## src/rtl/fibonacci_bcd_converter.sv

```systemverilog
// Sequential 8-bit binary to 3-digit BCD converter (double-dabble).
// One bit per clock; digits update only when a conversion completes.
module fibonacci_bcd_converter (
  input  logic       clk,
  input  logic       reset,
  input  logic [7:0] bin_in,
  input  logic       start,
  output logic       busy,
  output logic       done,
  output logic [3:0] hundreds,
  output logic [3:0] tens,
  output logic [3:0] ones
);

  typedef enum logic {
    IDLE,
    CONV
  } state_t;

  state_t      state;
  logic [19:0] sr;
  logic [2:0]  cnt;
  logic [11:0] res;
  logic [19:0] adj;
  logic [19:0] nxt;

  // Add-3 correction on each BCD nibble, then the left shift.
  always_comb begin
    adj = sr;
    if (sr[11:8] >= 4'd5)
      adj[11:8] = sr[11:8] + 4'd3;
    if (sr[15:12] >= 4'd5)
      adj[15:12] = sr[15:12] + 4'd3;
    if (sr[19:16] >= 4'd5)
      adj[19:16] = sr[19:16] + 4'd3;
    nxt = {adj[18:0], 1'b0};
  end

  always_ff @(posedge clk) begin
    if (reset) begin
      state <= IDLE;
      sr    <= '0;
      cnt   <= '0;
      res   <= '0;
      busy  <= 1'b0;
      done  <= 1'b0;
    end else begin
      done <= 1'b0;
      unique case (state)
        IDLE: begin
          if (start) begin
            sr    <= {12'h000, bin_in};
            cnt   <= '0;
            busy  <= 1'b1;
            state <= CONV;
          end
        end
        CONV: begin
          sr  <= nxt;
          cnt <= cnt + 3'd1;
          if (cnt == 3'd7) begin
            res   <= nxt[19:8];
            done  <= 1'b1;
            busy  <= 1'b0;
            state <= IDLE;
          end
        end
      endcase
    end
  end

  assign hundreds = res[11:8];
  assign tens     = res[7:4];
  assign ones     = res[3:0];

endmodule

```

## config.mk

```make
export PLATFORM = sky130hd
export DESIGN_NAME = fibonacci_bcd_converter
export DESIGN_NICKNAME = d
export VERILOG_FILES = /design/src/rtl/fibonacci_bcd_converter.sv
export SDC_FILE = /design/constraint.sdc
export NUM_CORES = 1
export LEC_CHECK = 0
export ABC_AREA = 0
export CAP_MARGIN = 20
export CORE_ASPECT_RATIO = 1.1
export CORE_MARGIN = 5
export CORE_UTILIZATION = 48
export DETAILED_ROUTE_END_ITERATION = 8
export PLACE_DENSITY = 0.75
export SETUP_SLACK_MARGIN = 0.05
export SLEW_MARGIN = 0
export SYNTH_ARGS = -nofsm -noshare
export SYNTH_HDL_FRONTEND = slang
export SYNTH_SLANG_ARGS = --single-unit
```

## constraint.sdc

```tcl
create_clock -name clk -period 1.58 [get_ports clk]
set_clock_uncertainty 0.2 [all_clocks]
set_input_delay 0.474 -clock clk [delete_from_list [all_inputs] [get_ports clk]]
set_output_delay 0.474 -clock clk [all_outputs]
set_load 0.02 [all_outputs]
```

== Word-level counts from Yosys, hierarchy flattened ==
Index checks and enable logic that the tools add are counted.
W data, S select, Z words.

* Register bits after elaboration: 38
* Input bits: 11
* Output and inout bits: 14
* Logic and storage cells: 34

* $add $sub $neg: 4
* Order comparisons: 3
* Equal/unequal tests: 3
* Muxes and demuxes: 14
* Bitwise logic cells: 1
* Reductions and logical operators: 3

{| class="wikitable"
|+ Operator list
! kind !! count
|-
| $pmux W20 S2 || 1
|-
| $mux W20 || 1
|-
| $ge A4 B3 Y1 const B || 3
|-
| $add A4 B2 Y4 const B || 2
|-
| $mux W4 || 2
|-
| $mux W3 || 2
|-
| $pmux W3 S2 || 1
|-
| $mux W1 || 5
|-
| $pmux W1 S2 || 2
|-
| $reduce_and A2 Y1 || 2
|-
| $add A3 B1 Y3 const B || 1
|-
| $add A3 B2 Y3 const B || 1
|-
| $eq A3 B3 Y1 const B || 1
|-
| $ne A2 B1 Y1 const B || 1
|-
| $ne A2 B2 Y1 const B || 1
|-
| $reduce_or A2 Y1 || 1
|-
| $not A1 Y1 || 1
|}

== Logic depth before layout (Yosys ltp) ==
* Depth after elaboration: 3
* Mapped depth: 7
* Mapped depth without buffers: 6

== Least setup slack after synthesis ==
No wires, ideal clock.

* Path type: reg-to-reg
* Start point: register sr[16]
* End point: register sr[18]
* Library setup time: 67 ps
* Data arrival time: 1403 ps
* Required time: 1313 ps
* Path slack: -90 ps
* Stages on the path, launching flop included: 7
* Path buffers: 0
* Clock period less this slack: 1670 ps
* Cell sequence: dfxtp_1 -> inv_1 -> ha_1 -> nand2b_1 -> a21oi_4 -> mux2_2 -> o21ai_2

* Longest elaborated chain between the ends: 3
* Elaborated cells on any way between the ends: 4
* Classes of those cells: add/sub: 1; order compare: 1; mux: 2

{| class="wikitable"
|+ RTL lines
! item !! line !! RTL
|-
| start: declaration || 21 || <nowiki>logic [19:0] sr;</nowiki>
|-
| start signal: assignment || 52 || <nowiki>sr <= {12'h000, bin_in};</nowiki>
|-
| start signal: assignment || 59 || <nowiki>sr <= nxt;</nowiki>
|-
| $ge A4 B3 Y1 or $add A3 B2 Y3 (tied branches) || 34, 35 ||
|-
| $mux W3 (*) || 34 || <nowiki>if (sr[19:16] >= 4'd5)</nowiki>
|-
| $pmux W20 S2 (*) || 49 || <nowiki>unique case (state)</nowiki>
|}

Mark *: on every way between the ends. The rest lies on a longest branch, timed or not.
A chain may end at the register's enable or synchronous reset.

== Worst setup path after layout ==
* Start point: register sr[8]
* End point: register sr[11]

* Longest elaborated chain between the ends: 3
* Elaborated cells on any way between the ends: 4
* Classes of those cells: add/sub: 1; order compare: 1; mux: 2

{| class="wikitable"
|+ RTL lines
! item !! line !! RTL
|-
| $add A4 B2 Y4 or $ge A4 B3 Y1 (tied branches) || 31, 30 ||
|-
| $mux W4 (*) || 30 || <nowiki>if (sr[11:8] >= 4'd5)</nowiki>
|-
| $pmux W20 S2 (*) || 49 ||
|}

Marked as above.

==> results.sh <==
export IMPL_cts_buffers=5
export IMPL_avgSynthCellArea_sq_um=9.19
export IMPL_max_freq_mhz=619
export IMPL_synthMostInstantiatedCell="dfxtp_1"
export IMPL_drtPass1Iterations=5
export IMPL_dp_slack_ns=-0.498
export IMPL_status="complete, but fails checks"
export IMPL_synth_cell_area_sq_mm=0.00169
export IMPL_grt_max_degree=15
export IMPL_post_route_min_period_ns=1.62
export IMPL_drt_initial_drc_count=34
export IMPL_dp_hpwl_mm=2.71
export IMPL_max_vdd_ir_drop_v=0.000530
export IMPL_clk_insertion_delay_late_ns=0.36
export IMPL_wl_per_cell_microns=15.6
export IMPL_syn_nets=203
export IMPL_io_buffers=24
export IMPL_hold_viol_final=0
export IMPL_die_w_microns=66.6
export IMPL_totalPowerFinal_mw=1.70
export IMPL_async_flop_share_pct=0
export IMPL_track_usage_pct=18.8
export IMPL_gp_congestion=0.755
export IMPL_grt_antenna_before_repair=0
export IMPL_slew_violations=0
export IMPL_synth_area_leaders="dfxtp_1 45%, mux2i_1 7.1%, a21oi_1 5.9%"
export IMPL_clkSinkCount=38
export IMPL_n_antenna_cell=0
export IMPL_vias_per_cell=5.46
export IMPL_placed_cell_area_sq_mm=0.00217
export IMPL_cts_root_buf="clkbuf_4"
export IMPL_cap_viol_max_count=0
export IMPL_grt_setup_unrepaired="true"
export IMPL_synth_seq_cells=38
export IMPL_fillers=227
export IMPL_ioPinCount=25
export IMPL_ant_nets=0
export IMPL_clk_path_buf_depth=2
export IMPL_die_y_microns=72.3
export IMPL_layout_cells_non_filler=294
export IMPL_grt_pass1_wl_mm=6.86
export IMPL_endpoint_kind="flop"
export IMPL_tightest_slew_ns=0.347
export IMPL_worstHoldStart="res[7]"
export IMPL_synthTopCellsByCount="38 x dfxtp_1, 20 x a21oi_1, 20 x nor2_1"
export IMPL_syn2layout_area_growth_pct=54.4
export IMPL_cts_tree="built"
export IMPL_start_util_pct=50.4
export IMPL_violations="setup timing"
export IMPL_reg2reg_depth=6
export IMPL_gr_total_overflow=0
export IMPL_yosysTopAreaCellShare_pct=45.0
export IMPL_synthesis_instances=184
export IMPL_p_leak_nw=1.09
export IMPL_worstHoldPathCells=2
export IMPL_cp_max_fo=4
export IMPL_r2r_slack_ns=-0.04
export IMPL_setup_slack_ns=-0.0364
export IMPL_cts_htree_levels=2
export IMPL_drt_wl_total_mm=4.60
export IMPL_grt_pass1_vias=1544
export IMPL_synth_edff_count=0
export IMPL_maxSlewHeadroom_pct=76.9
export IMPL_routed_via_count=1606
export IMPL_min_path_type="flop to flop"
export IMPL_ys_seq_area_share_pct=45.0
export IMPL_cts_clk_slew_worst_paths_ns=0.11
export IMPL_nNetsFinal=266
export IMPL_criticalPathCategory="flop to flop"
export IMPL_die_area_sq_mm=0.00481
export IMPL_period_share_pct=102
export IMPL_rr_endpoint="sr[11]"
export IMPL_ys_types=28
export IMPL_min_to="res[7]"
export IMPL_hold_slack_ns=0.280
export IMPL_cp_required_ns=1.66
export IMPL_core_sq_mm=0.00336
export IMPL_seq_area_sq_um=795
export IMPL_dp_cells=273
export IMPL_rows=22
export IMPL_r2r_start="sr[8]"
export IMPL_synth_top_area_cell="dfxtp_1"
export IMPL_finalSetupViolCount=8
export IMPL_synth_main_ff_cell="dfxtp_1"
export IMPL_cp_data_arrival_time_ns=1.70
export IMPL_design_area_sq_mm=0.00261
export IMPL_drc=0
export IMPL_drive_above_1_share_pct=52.0
export IMPL_p_per_area_mw_per_mm2=653
export IMPL_multi_input_area_sq_mm=0.00107
export IMPL_ys_warn_count=0
export IMPL_startpoint_type="flop"
how the worst max path moves through the flow:
stage	startpoint	to	slack (ns)
6_report	sr[8]	sr[11]	-0.04
5_1_grt	sr[8]	sr[11]	-0.11
4_1_cts	sr[9]	sr[10]	-0.009
3_5_place_dp	reset	res[1]	-0.50
3_3_place_gp	reset	res[6]	-0.42
2_1_floorplan	sr[16]	sr[18]	0.05
layout make-up:
type                            instances  area share, %
Tap cell                               48           2.30
Multi-Input combinational cell        128           40.9
Clock buffer                            6           1.96
Timing Repair Buffer                   66           22.7
Inverter                                8           1.68
Sequential cell                        38           30.4
power by group:
group | switching, mW | total, mW | internal [mW]
sequential | 0.0184 | 0.994 | 0.976
combinational | 0.0923 | 0.190 | 0.0977
clock | 0.320 | 0.520 | 0.201
total | 0.430 | 1.70 | 1.27
state kept, by name, summed over array words and instances (netlist names):
| name | cells |
|---|---|
| res | 12 |
| state | 1 |
| cnt | 3 |
| sr | 20 |
| busy | 1 |
| done | 1 |
placed cells by master (no fill, tap or decap), types with 5 or more instances in the layout:
cell type        netlist  layout
buf_4                  1      42
dfxtp_2                0      21
nor2_1                20      19
a21oi_1               20      18
dfxtp_1               38      15
buf_6                  1      12
mux2i_1               12      11
ha_4                   0       8
clkdlybuf4s50_1        0       8
nor3b_1                7       6
o21ai_0               13       6
nor3_1                 7       6
o21ai_2                2       5
a22o_1                 5       5
nand3_1                5       5
clkbuf_4               0       5
worst max-delay path, cell delays in order (launching register included):
cell,delay (ns)
dfxtp_2,0.38
inv_1,0.09
ha_4,0.18
buf_4,0.14
nor3_1,0.23
o21ai_0,0.17
a21oi_1,0.16
cells by family after synthesis:
kind of cell	Yosys count	share of synthesized area, %
buffers and inverters	18	5.25
multiplexers	13	7.77
XOR/XNOR	3	1.55
AND/OR/NAND/NOR	56	16.4
flip-flops	38	45.0
adder cells (fa/ha/maj)	8	5.92
AO/OA/AOI/OAI	48	18.1
stage by stage:
step	setup TNS [ns]	util, %
5_1_grt	-0.625	77.8
2_1_floorplan	0	-
3_3_place_gp	-12.59	64.5
6_report	-0.112	77.8
4_1_cts	-0.0129	70.2
3_5_place_dp	-14.48	64.5
metal layers:
layer  GRT usage (%)  wire length [microns]
met3            4.80                    264
met2            35.4                   2420
met5               0                      0
met1            19.0                   1780
met4            8.80                    140
repair_timing:
item / in CTS / in global routing
hold buffers: 0 / 0
setup endpoints to repair: 41 / 39
pin swaps: 15 / 13
buffers inserted: 8 / 6
gates cloned: 0 / 1
resized for setup: 105 / 58
No activity file was read; power rests on OpenSTA's default activity.
